### config.mk
export PLATFORM = sky130hd
export DESIGN_NAME = input_conditioner
export DESIGN_NICKNAME = d
export VERILOG_FILES = /design/src/rtl/input_conditioner_pkg.sv /design/src/rtl/debounce_cell.sv /design/src/rtl/input_conditioner.sv
export SDC_FILE = /design/constraint.sdc
export NUM_CORES = 1
export LEC_CHECK = 0
export BUFFER_PORTS_ARGS = -buffer_cell sky130_fd_sc_hd__buf_2
export CORE_UTILIZATION = 40
export CTS_CLUSTER_SIZE = 25
export DETAILED_ROUTE_END_ITERATION = 10
export PLACE_DENSITY = 0.66
export SYNTH_ARGS = -nofsm -noshare
export SYNTH_HDL_FRONTEND = slang
export SYNTH_SLANG_ARGS = --single-unit
export TNS_END_PERCENT = 5
### constraint.sdc
create_clock -name clk -period 1.95 [get_ports clk]
set_clock_uncertainty 0.1 [all_clocks]
set_input_delay 0.195 -clock clk [delete_from_list [all_inputs] [get_ports clk]]
set_output_delay 0.195 -clock clk [all_outputs]
set_load 0.01 [all_outputs]
### src/rtl/input_conditioner_pkg.sv
// Shared types for the input conditioner: per-bit debouncer state encoding.
package input_conditioner_pkg;

    typedef enum logic {
        DB_IDLE     = 1'b0,
        DB_COUNTING = 1'b1
    } db_state_t;

endpackage

### src/rtl/debounce_cell.sv
// One input bit: synchroniser chain, disagreement counter, debounced level and edge pulses.
//
// state       | meaning
// ------------+---------------------------------------------------------------
// DB_IDLE     | sync_q agrees with stable_out (or just flipped), count is 0
// DB_COUNTING | sync_q disagrees with stable_out, count holds cycles seen so far
module debounce_cell
    import input_conditioner_pkg::*;
#(
    parameter int SYNC_STAGES     = 2,
    parameter int DEBOUNCE_CYCLES = 16,
    parameter int CNT_W           = $clog2(DEBOUNCE_CYCLES + 1)
) (
    input  logic clk,
    input  logic rst,
    input  logic raw_in,
    output logic stable_out,
    output logic rise_pulse,
    output logic fall_pulse,
    output logic change_next
);

    localparam logic [CNT_W-1:0] CNT_LAST = CNT_W'(DEBOUNCE_CYCLES - 1);
    localparam logic [CNT_W-1:0] CNT_ONE  = CNT_W'(1);

    logic [SYNC_STAGES-1:0] sync_r;
    logic                   sync_q;

    db_state_t        state_r;
    db_state_t        state_nxt;
    logic [CNT_W-1:0] count_r;
    logic [CNT_W-1:0] count_nxt;
    logic             differ;
    logic             flip;

    logic stable_nxt;
    logic rise_nxt;
    logic fall_nxt;

    always_ff @(posedge clk or posedge rst) begin
        if (rst) begin
            sync_r <= '0;
        end else begin
            sync_r <= {sync_r[SYNC_STAGES-2:0], raw_in};
        end
    end

    assign sync_q = sync_r[SYNC_STAGES-1];

    always_ff @(posedge clk or posedge rst) begin
        if (rst) begin
            state_r    <= DB_IDLE;
            count_r    <= '0;
            stable_out <= 1'b0;
            rise_pulse <= 1'b0;
            fall_pulse <= 1'b0;
        end else begin
            state_r    <= state_nxt;
            count_r    <= count_nxt;
            stable_out <= stable_nxt;
            rise_pulse <= rise_nxt;
            fall_pulse <= fall_nxt;
        end
    end

    // Terminal count reached on the disagreeing cycle itself; with one-cycle debounce this fires from IDLE.
    assign differ = sync_q ^ stable_out;
    assign flip   = differ && (count_r == CNT_LAST);

    always_comb begin
        state_nxt = state_r;
        count_nxt = count_r;
        case (state_r)
            DB_IDLE: begin
                count_nxt = '0;
                if (differ && !flip) begin
                    state_nxt = DB_COUNTING;
                    count_nxt = CNT_ONE;
                end else begin
                    state_nxt = DB_IDLE;
                end
            end
            DB_COUNTING: begin
                if (!differ || flip) begin
                    state_nxt = DB_IDLE;
                    count_nxt = '0;
                end else begin
                    state_nxt = DB_COUNTING;
                    count_nxt = count_r + CNT_ONE;
                end
            end
            default: begin
                state_nxt = DB_IDLE;
                count_nxt = '0;
            end
        endcase
    end

    always_comb begin
        stable_nxt  = stable_out;
        rise_nxt    = 1'b0;
        fall_nxt    = 1'b0;
        change_next = 1'b0;
        if (flip) begin
            stable_nxt  = sync_q;
            rise_nxt    = sync_q;
            fall_nxt    = ~sync_q;
            change_next = 1'b1;
        end
    end

endmodule

### src/rtl/input_conditioner.sv
// Five-bit switch input stage: per-bit sync + debounce, registered rise/fall pulses and a combined change flag.
module input_conditioner
    import input_conditioner_pkg::*;
#(
    parameter int WIDTH           = 5,
    parameter int SYNC_STAGES     = 2,
    parameter int DEBOUNCE_CYCLES = 16,
    parameter int CNT_W           = $clog2(DEBOUNCE_CYCLES + 1)
) (
    input  logic             clk,
    input  logic             rst,
    input  logic [WIDTH-1:0] raw_in,
    output logic [WIDTH-1:0] stable_out,
    output logic [WIDTH-1:0] rise_pulse,
    output logic [WIDTH-1:0] fall_pulse,
    output logic             any_change
);

    logic [WIDTH-1:0] change_next;

    for (genvar i = 0; i < WIDTH; i++) begin : g_bit
        debounce_cell #(
            .SYNC_STAGES     (SYNC_STAGES),
            .DEBOUNCE_CYCLES (DEBOUNCE_CYCLES),
            .CNT_W           (CNT_W)
        ) u_cell (
            .clk         (clk),
            .rst         (rst),
            .raw_in      (raw_in[i]),
            .stable_out  (stable_out[i]),
            .rise_pulse  (rise_pulse[i]),
            .fall_pulse  (fall_pulse[i]),
            .change_next (change_next[i])
        );
    end

    // Registered from the cells' flip decisions so it lines up with the pulse flops.
    always_ff @(posedge clk or posedge rst) begin
        if (rst) begin
            any_change <= 1'b0;
        end else begin
            any_change <= |change_next;
        end
    end

endmodule

# --- Word-level counts from Yosys, hierarchy flattened ---
# Cells that the tools add are included.
totals:
  ff_bits: 56
  input_bits: 7
  out_inout_bits: 16
classes:
  n_addsub: 5
  eq_ne: 5
  n_mux: 45
  bitwise_logic: 15
  n_reduce_logical: 26
op_table:
  columns: ["operator", "count"]
  rows:
  - ["$pmux W5 S2", 5]
  - ["$mux W1", 30]
  - ["$add A5 B1 Y5 const B", 5]
  - ["$eq A5 B4 Y1 const B", 5]
  - ["$mux W5", 5]
  - ["$logic_and A1 B1 Y1", 10]
  - ["$logic_not A1 Y1", 10]
  - ["$not A1 Y1", 10]
  - ["$pmux W1 S2", 5]
  - ["$logic_or A1 B1 Y1", 5]
  - ["$reduce_or A5 Y1", 1]
  - ["$xor A1 B1 Y1", 5]

# --- Depth between registers and ports, before layout ---
# Gate-level depths: netlist of the first run.
logic_depth:
  depth_word: 6
  ltp_mapped: 6

# --- By module ---
# Synthesis of the first run repeated with hierarchy kept, for this count alone.
unflattened:
  cells_unflattened: 175
  hier_area_um2: 2130.8
by_module_without_submodules:
  columns: ["mod", "instances", "cells_each", "area_per_inst_um2", "seq_area_each_um2"]
  rows:
  - ["debounce_cell", 5, 34, 417.9, 275.3]
  - ["input_conditioner", 1, 5, 41.3, 25.0]

# --- Least setup slack after synthesis of the first run ---
# Ideal clock, no wire load.
synth_path:
  kind: "register -> register"
  startpoint: "register g_bit[4].u_cell.count_r[0]"
  endpoint: "register any_change"
  setup_ps: 128
  arrival_ps: 1347
  required_time_ps: 1722
  slack_ps: 376
  path_stages_with_launch: 6
  period_less_slack_ps: 1574
  cell_sequence: "dfrtp_1 > ha_1 > and3_1 > ha_1 > a222oi_1 > nand2_1"
synth_between:
  elab_chain_len: 4
synth_rtl:
  columns: ["element", "line", "source"]
  rows:
  - ["from (decl)", "debounce_cell.sv:31", "logic [CNT_W-1:0] count_r;"]
  - ["from (signal assigned)", "debounce_cell.sv:59", "count_r <= count_nxt;"]
  - ["$eq A5 B4 Y1", "debounce_cell.sv:68", "assign flip = differ && (count_r == CNT_LAST);"]
  - ["$logic_and A1 B1 Y1", "debounce_cell.sv:68", null]
  - ["$mux W1", "debounce_cell.sv:104", "if (flip) begin"]
  - ["$reduce_or A5 Y1", "input_conditioner.sv:42", "any_change <= |change_next;"]
  - ["to (signal assigned)", "input_conditioner.sv:42", null]
  - ["to (decl)", "input_conditioner.sv:16", "output logic any_change"]
# Every way passes these cells.
# A chain may end at the register's enable or synchronous reset.

# --- Final worst setup path of the first run ---
# Ends and elaborated chain as after synthesis.

==> impl_summary.md, run 1 <==
Critical path
The slowest cell on the critical path is sky130_fd_sc_hd__dfrtp_1. The depth of the worst register-to-register path is 5. By startpoint and endpoint, the worst setup path is classified as flip-flop to flip-flop.

The worst register-to-register path ends at any_change$_DFF_PP0_. The worst endpoint data arrival time is 1.76 ns. The logic depth of the worst path, buffers included is 5. Grouping stages by cell kind, the critical path spends the most delay in adder cells.

The data required time of the critical path is 2.04 ns. The critical path startpoint category is a flip-flop. Across all register-to-register paths, the minimum setup slack is 0.27 ns. The kind of end point of the critical path is a flip-flop. Counting stages on the worst path, the most repeated cell is sky130_fd_sc_hd__ha_1.

The biggest cell delay along the critical path is 0.41 ns. The start point of the critical path is g_bit[4].u_cell.count_r[0]$_DFF_PP0_. The total buffers and inverters traversed by the critical path is 0. The largest fanout on the critical path is 4.

The most critical setup path has its endpoint at any_change$_DFF_PP0_. The beginning of the worst register-to-register path is g_bit[4].u_cell.count_r[0]$_DFF_PP0_. The signal on the critical path passes through ha_1 > and3_1 > ha_1 > a222oi_1 > nand2_1.

Min path
The class of the tightest hold or removal check is flip-flop to flip-flop.

Floorplan
The core outline area is 5200 um2. The die area is 5810 um2. The number of rows created at floorplan is 26. For this configuration, the core starts out at a cell density of 42.3%. The die is 76.2 um wide. Pin placement for this block handled 23 I/O pins. The floorplan die height is 76.2 um.

Global route
The largest net degree at the start of global routing is 27. The first-pass GRT wire length is 5660 um. The number of global-route vias before repair is 1,290.

The number of antenna violations at the first check in global routing came to 0. The overall global routing resource usage is 12.5%. Global routing finished with a remaining overflow of 0.

Cells and area
The count of inserted antenna diode cells is 0. Once layout is done, the placed cells without fillers occupy 2440 um2. The net count of the finished layout is 219.

The signed area change from the synthesized netlist to the final layout is 10.8%. After filler insertion, the fill cell instance count of the layout stands at 484. The ratio of cells with drive above 1 in the final layout is 20.3%.

Clocking
The post-cts gate resize count is 0. The H-tree level count is 2. The cell chosen for the clock root is sky130_fd_sc_hd__clkbuf_8. In this run, CTS created clock tree buffers numbering 5. The tree built by TritonCTS fans out to 56 sinks. In this run the deepest clock path goes through 2 buffers. The clock tree from TritonCTS is done. Clock-pin slew was measured on the worst setup and hold paths at 0.09 ns. The clock latency on the worst-skew pair is 0.30 ns.

Outcome
The flow ran to the end, and the final reports show no timing, DRC or antenna violations.

Yosys
The synthesized netlist occupies a cell area of 2200 um2. The number of warnings issued by yosys is 0. The synthesized design contains 56 register bits. The synthesized netlist contains 16 unique library cells. Sequential cells were found to cover 63.6% of the synthesized design area. Counting every instance in the synthesized netlist gives 180. In this run the mean area of a mapped cell was 12.2 um2. The synthesized net count is 197.

STA
The post-layout minimum cycle time is 1.68 ns. For the pin with the worst max-slew slack, the measured transition is 0.526 ns. The max-slew headroom at the worst pin is 64.9%.

The hold violation total from the final report was 0. The final count of pins violating max slew was 0. Of the available clock period, the critical path in the final layout requires 86.0%. Setup slack closes at 0.273 ns. Setup repair after global routing left no endpoint under its margin. The total negative setup slack is 0 ns.

Setup violations remaining at the end of the flow were counted as 0. Derived from the worst setup path, the maximum achievable clock frequency is 596 MHz. The final hold slack is 0.252 ns.

Detailed routing
After detailed routing, the number of vias per cell comes to 4.50. The detailed-route DRC error count is 0. The number of nets with antenna violations after routing is 0. The wire length per cell is 11.2 um.

For this block, the initial DRC count from the detailed router was 64. The total via count after detailed routing is 1,223. After detailed routing, the total wire length is 3040 um.

The first detailed-routing pass took 4 iterations.

Placed design
At the placement stage, the worst setup path has a slack of 0.276 ns. At the end of routability-driven placement, the weighted congestion stood at 0.688. Once detailed placement completed, the half-perimeter wirelength came to 2240 um. The total of buffers placed on input and output ports is 22. The cell area after placement is 2300 um2.

Power
VDD sags by at most 0.000294 V. The analysis attributes to cell leakage a power of 0.00123 uW. The power per cell area is 764 nW/um2.

Job
The number of max-cap violations is 0.
==> where the power goes <==
group / switching (uW) / internal (uW)
clock: 326 / 245
combinational: 44.4 / 37.4
sequential: 22.2 / 1190
total: 392 / 1470
==> layer usage <==
metal	up-vias	wire length [um]	global-route usage [%]
met5	-	0	0
met4	0	65	6.35
met3	5	107	3.71
met2	20	1440	19.2
met1	591	1420	16.1
li1	607	-	-
==> registers in the layout, indices dropped and copies added, names as in the netlist <==
| register | count |
|---|---|
| g_bit.u_cell.fall_pulse | 5 |
| g_bit.u_cell.stable_out | 5 |
| g_bit.u_cell.rise_pulse | 5 |
| g_bit.u_cell.state_r | 5 |
| g_bit.u_cell.count_r | 25 |
| g_bit.u_cell.sync_r | 10 |
| any_change | 1 |
==> placed cells by master, fill, tap and decap left out <==
cell type | Yosys | final
sky130_fd_sc_hd__buf_2 | 0 | 22
sky130_fd_sc_hd__nand2_1 | 6 | 6
sky130_fd_sc_hd__nor3_1 | 5 | 5
sky130_fd_sc_hd__ha_1 | 10 | 10
sky130_fd_sc_hd__nand3_1 | 10 | 10
sky130_fd_sc_hd__nor2_1 | 20 | 20
sky130_fd_sc_hd__buf_4 | 15 | 2
sky130_fd_sc_hd__a21boi_2 | 5 | 5
sky130_fd_sc_hd__dlygate4sd3_1 | 0 | 6
sky130_fd_sc_hd__xor2_1 | 10 | 10
sky130_fd_sc_hd__inv_2 | 0 | 1
sky130_fd_sc_hd__a22oi_1 | 1 | 1
sky130_fd_sc_hd__a222oi_1 | 1 | 1
sky130_fd_sc_hd__dfrtp_1 | 56 | 56
sky130_fd_sc_hd__clkbuf_1 | 0 | 1
sky130_fd_sc_hd__and3_1 | 10 | 10
sky130_fd_sc_hd__inv_1 | 16 | 15
sky130_fd_sc_hd__o21ai_0 | 5 | 5
sky130_fd_sc_hd__xnor2_1 | 5 | 5
sky130_fd_sc_hd__and2_2 | 5 | 5
sky130_fd_sc_hd__clkbuf_8 | 0 | 5
sky130_fd_sc_hd__clkinv_2 | 0 | 1
==> synthesized netlist by cell type <==
library cell               count  area share, %
sky130_fd_sc_hd__nor3_1        5            1.1
sky130_fd_sc_hd__buf_4        15            5.1
sky130_fd_sc_hd__dfrtp_1      56             64
sky130_fd_sc_hd__inv_1        16            2.7
sky130_fd_sc_hd__o21ai_0       5            1.1
sky130_fd_sc_hd__xnor2_1       5            2.0
sky130_fd_sc_hd__a222oi_1      1           0.45
sky130_fd_sc_hd__a21boi_2      5            2.6
sky130_fd_sc_hd__nor2_1       20            3.4
sky130_fd_sc_hd__a22oi_1       1           0.34
sky130_fd_sc_hd__and3_1       10            2.8
sky130_fd_sc_hd__xor2_1       10            4.0
sky130_fd_sc_hd__ha_1         10            5.7
sky130_fd_sc_hd__and2_2        5            1.7
sky130_fd_sc_hd__nand3_1      10            2.3
sky130_fd_sc_hd__nand2_1       6            1.0
==> kinds of logic (layout without fill, tap and decap cells) <==
group,after synthesis,in the layout,share of synthesized area (%)
AOI/OAI and AO/OA,12,12,4.49
xor gates and xnor gates,15,15,5.97
adders and majority gates,10,10,5.68
and+or+nand+nor,56,56,12.4
DFF,56,56,63.6
buffers and inverters,31,53,7.84
==> worst min path at each step <==
stage / start / end / slack [ns] / cells after the start
floorplan: raw_in[0] / g_bit[0].u_cell.sync_r[0]$_DFF_PP0_ / 0.13 / 0
global placement: rst / g_bit[4].u_cell.fall_pulse$_DFF_PP0_ / 0.16 / 2
detailed placement: rst / g_bit[4].u_cell.rise_pulse$_DFF_PP0_ / 0.17 / 2
CTS: g_bit[1].u_cell.sync_r[0]$_DFF_PP0_ / g_bit[1].u_cell.sync_r[1]$_DFF_PP0_ / 0.26 / 0
global route: g_bit[0].u_cell.sync_r[0]$_DFF_PP0_ / g_bit[0].u_cell.sync_r[1]$_DFF_PP0_ / 0.27 / 0
finish: g_bit[1].u_cell.sync_r[0]$_DFF_PP0_ / g_bit[1].u_cell.sync_r[1]$_DFF_PP0_ / 0.25 / 0
==> through the flow <==
stage          std cells  utilization (%)  total power (uW)
2_1_floorplan        180                -              1280
3_3_place_gp         259             44.2              1310
3_5_place_dp         259             44.2              1310
4_1_cts              272             46.9              1910
5_1_grt              272             46.9              1970
6_report             272             46.9              1860
==> area by class of cell <==
type / count / area [um2] / area share [%]
clock buffer: 6 / 72.6 / 2.97
clock inverter: 1 / 5.00 / 0.205
inverter: 16 / 60.1 / 2.46
multi-input combinational: 93 / 628 / 25.7
sequential: 56 / 1400 / 57.4
tap: 70 / 87.6 / 3.59
timing repair buffer: 30 / 185 / 7.59
==> timing repair <==
action                                 4_1_cts  5_1_grt
hold buffers                                 6        0
endpoints found under the hold margin       29        0
buffers inserted                             0        0
(Power assumes the default switching activity.)
==> run 2, diff against run 1 <==
--- a/config.mk
+++ b/config.mk
@@ -9,7 +9,8 @@
 export CORE_UTILIZATION = 40
 export CTS_CLUSTER_SIZE = 25
 export DETAILED_ROUTE_END_ITERATION = 10
-export PLACE_DENSITY = 0.66
+export PLACE_DENSITY = 0.68
+export SKIP_LAST_GASP = 1
 export SYNTH_ARGS = -nofsm -noshare
 export SYNTH_HDL_FRONTEND = slang
 export SYNTH_SLANG_ARGS = --single-unit
==> constraint.sdc (replaced) <==
create_clock -name clk -period 1.4 [get_ports clk]
set_clock_uncertainty 0.1 [all_clocks]
set_input_delay 0.14 -clock clk [delete_from_list [all_inputs] [get_ports clk]]
set_output_delay 0.14 -clock clk [all_outputs]
set_load 0.01 [all_outputs]
==> run 2 against run 1 <==
  * The run now ends with negative setup slack left
  * Clock power grew 48%
  * Power up 45%
  * Fmax increased by 9.0%
  * Critical path type unchanged
==> impl_summary.md, run 2 (synthesis results as in run 1) <==
STA
The final count of pins violating max slew was 0. The total negative setup slack is -1.77 ns. The setup slack of the critical path after layout is -0.138 ns.

The peak clock frequency supported by timing is 650 MHz. The transition time at the pin with the least slew margin is 0.485 ns. Setup repair after global routing could not meet its margin everywhere. Counting I/O delays and the setup requirement, the final critical path takes 1.54 ns. Hold timing on the final database bottoms out at a slack of 0.257 ns. The hold violation total from the final report is 0. The setup violation total in the final timing report is 31. The worst pin sits at a relative slew slack of 67.6%.

The fraction of the cycle the final worst path needs is 110%.

Critical path
The critical path is of the flip-flop to flip-flop type. The startpoint identified for the worst register-to-register timing path is g_bit[3].u_cell.count_r[1]$_DFF_PP0_. On the critical path, the stage with the largest delay is an instance of sky130_fd_sc_hd__dfrtp_1. The critical path goes through ha_2 > and3_4 > ha_4 > a222oi_1 > nand2_1. The critical path startpoint category is a flip-flop.

The flop-to-flop setup slack is -0.14 ns. The largest fanout on the critical path is 3. The data required time of the critical path is 1.49 ns. The worst endpoint data arrival time is 1.63 ns.

The kind of end point of the critical path is a flip-flop. The critical register-to-register path endpoint is any_change$_DFF_PP0_. The largest single stage delay on the critical path is 0.40 ns. The depth of the worst register-to-register path is 5.

Clocking
The number of buffers between clock root and the deepest sink is 2. The number of buffers inserted during clock tree synthesis is 5. The cell chosen for the clock root is sky130_fd_sc_hd__clkbuf_8.

TritonCTS built the clock tree. The number of sinks handled by clock tree synthesis is 56. CTS built an H-tree with a depth of 2.

At the later pin of the worst-skew pair, clock insertion delay measures 0.30 ns. After clock tree synthesis, the clock-pin slew on the worst setup and hold paths is 0.09 ns.

Placed design
The detailed placement HPWL is 2300 um. The number of placed instances with taps included is 280. The total of buffers placed on input and output ports is 22. The congestion estimate from routability-driven global placement came to 0.735.

Floorplan
The I/O pin total is 23. The effective utilization at floorplan is 42.3%. The number of rows created at floorplan is 26. From bottom edge to top edge, the die measures 76.2 um.

The core region is 5200 um2. The die covers 5810 um2. The floorplan step set the die width to 76.2 um.

Cells and area
The finished layout holds 298 standard cells, fillers aside. The largest registers in the layout are g_bit.u_cell.count_r (25), g_bit.u_cell.sync_r (10). The count of inserted antenna diode cells is 0. The fraction of the core area covered by cells at the end of the flow is 52.2%.

The register ranked first by flip-flop count is g_bit.u_cell.count_r. The number of fill cells in the layout is 455. The flip-flop count of the largest register, all copies and words added is 25. The library cells used most frequently in the layout, excluding fill and tap cells, are 56 x sky130_fd_sc_hd__dfrtp_1, 25 x sky130_fd_sc_hd__buf_4, 22 x sky130_fd_sc_hd__buf_2. The final-stage net count is 244. The signed area change from the synthesized netlist to the final layout is 23.4%.

The library cell used most frequently in the layout, excluding fill and tap cells, is sky130_fd_sc_hd__dfrtp_1. The ratio of cells with drive above 1 in the final layout is 35.1%.

Global route
The number of antenna violations at the first check in global routing was 0. The first global-routing pass estimated 6160 um of wire. Entering global routing, the biggest net connects 21 pins. The total overflow left after global routing is 0.

The number of global-route vias before repair came to 1,379. The overall global routing resource usage is 13.8%.

Min path
The worst hold path terminates at g_bit[2].u_cell.sync_r[1]$_DFF_PP0_. In this run the most critical hold path is launched from g_bit[2].u_cell.sync_r[0]$_DFF_PP0_. The worst hold path cell count is 0.

The class of the tightest hold or removal check is flip-flop to flip-flop.

Outcome
The flow ran to the end, but the final reports show violations. The checks that failed: negative setup slack.

Detailed routing
The total via count after detailed routing is 1,338. The number of vias per cell after detailed routing is 4.49. The wire length on met2 is 1590 um.

The detailed-route wire length on metal 1 is 1520 um. The routed design uses 106 um of met3 wire. The detail route stage leaves a number of antenna-violating nets equal to 0.

The first detailed-routing pass ran for 4 iterations. In the final routed layout, each cell accounts on average for 11.1 um. The number of DRC violations after detailed-routing iteration 0 is 64. The highest metal layer carrying signal wires in the routed design is met4.

The routed design has 3320 um of wire. The detailed-route DRC error count is 0.

Power
The power per cell area is 992 nW/um2. The cell leakage power is 0.00135 uW. Across the VDD grid, the largest voltage drop is 0.000460 V.

Job
The number of max-cap violations is 0.
[run 2: changes by cell type in the layout (fill, tap and decap cells not counted), moves of 2 or more]
cell,change
sky130_fd_sc_hd__ha_1,-8
sky130_fd_sc_hd__and3_1,-2
sky130_fd_sc_hd__ha_2,+6
sky130_fd_sc_hd__and2_4,+2
sky130_fd_sc_hd__and3_4,+2
sky130_fd_sc_hd__buf_12,+2
sky130_fd_sc_hd__buf_4,+23
sky130_fd_sc_hd__inv_1,-4
sky130_fd_sc_hd__inv_2,+3
sky130_fd_sc_hd__ha_4,+2
sky130_fd_sc_hd__and2_2,-2
[run 2: power breakdown]
group | switching, uW | internal (uW) | leakage [uW]
Clock | 489 | 358 | 0.0000424
Sequential | 26.7 | 1660 | 0.000736
Combinational | 76.2 | 87.3 | 0.000573
Total | 591 | 2100 | 0.00135
[run 2: final cells by class]
cell class	instances	area (um2)	share of cell area (%)
clock buffer	7	76.3	2.81
multi-input combinational	93	681	25.1
timing repair buffer	55	398	14.6
tap	70	87.6	3.22
clock inverter	1	8.76	0.322
sequential	56	1400	51.6
inverter	16	63.8	2.35
[run 2: how the worst max path moves through the flow]
stage	startpoint	slack, ns	end	cells past startpoint
6_report	g_bit[3].u_cell.count_r[1]$_DFF_PP0_	-0.14	any_change$_DFF_PP0_	5
5_1_grt	g_bit[3].u_cell.count_r[1]$_DFF_PP0_	-0.24	any_change$_DFF_PP0_	5
4_1_cts	g_bit[4].u_cell.count_r[0]$_DFF_PP0_	-0.13	any_change$_DFF_PP0_	5
3_5_place_dp	g_bit[3].u_cell.count_r[0]$_DFF_PP0_	-0.19	any_change$_DFF_PP0_	5
3_3_place_gp	g_bit[4].u_cell.count_r[0]$_DFF_PP0_	-0.17	any_change$_DFF_PP0_	5
2_1_floorplan	g_bit[4].u_cell.count_r[0]$_DFF_PP0_	-0.17	any_change$_DFF_PP0_	5
[run 2: through the flow]
stage	area, um2	setup slack (ns)	power [uW]
detailed placement	2490	-0.190	1860
global placement	2490	-0.171	1860
finish	2720	-0.138	2690
CTS	2700	-0.132	2720
floorplan	2210	-0.174	1790
global route	2720	-0.235	2820
[run 2: worst max-delay path, delay by kind of cell (launching register included)]
| kind | cells | cell delay [ns] |
|---|---|---|
| flip-flops | 1 | 0.40 |
| AND/OR/NAND/NOR | 2 | 0.26 |
| adder cells (fa/ha/maj) | 2 | 0.37 |
| AO/OA/AOI/OAI | 1 | 0.30 |
[run 2: metal layers]
| layer | up-vias | track usage (%) |
|---|---|---|
| met1 | 643 | 16.9 |
| met3 | 8 | 3.59 |
| li1 | 665 | - |
| met2 | 22 | 22.3 |
| met4 | 0 | 7.69 |
| met5 | - | 0 |
[run 2: timing repair]
action / 4_1_cts / 5_1_grt
gates resized for setup: 17 / 1
pin swaps: 7 / 3
hold buffers: 6 / 0
buffers inserted: 2 / 2
endpoints found under the setup margin: 41 / 43
endpoints found under the hold margin: 23 / 0
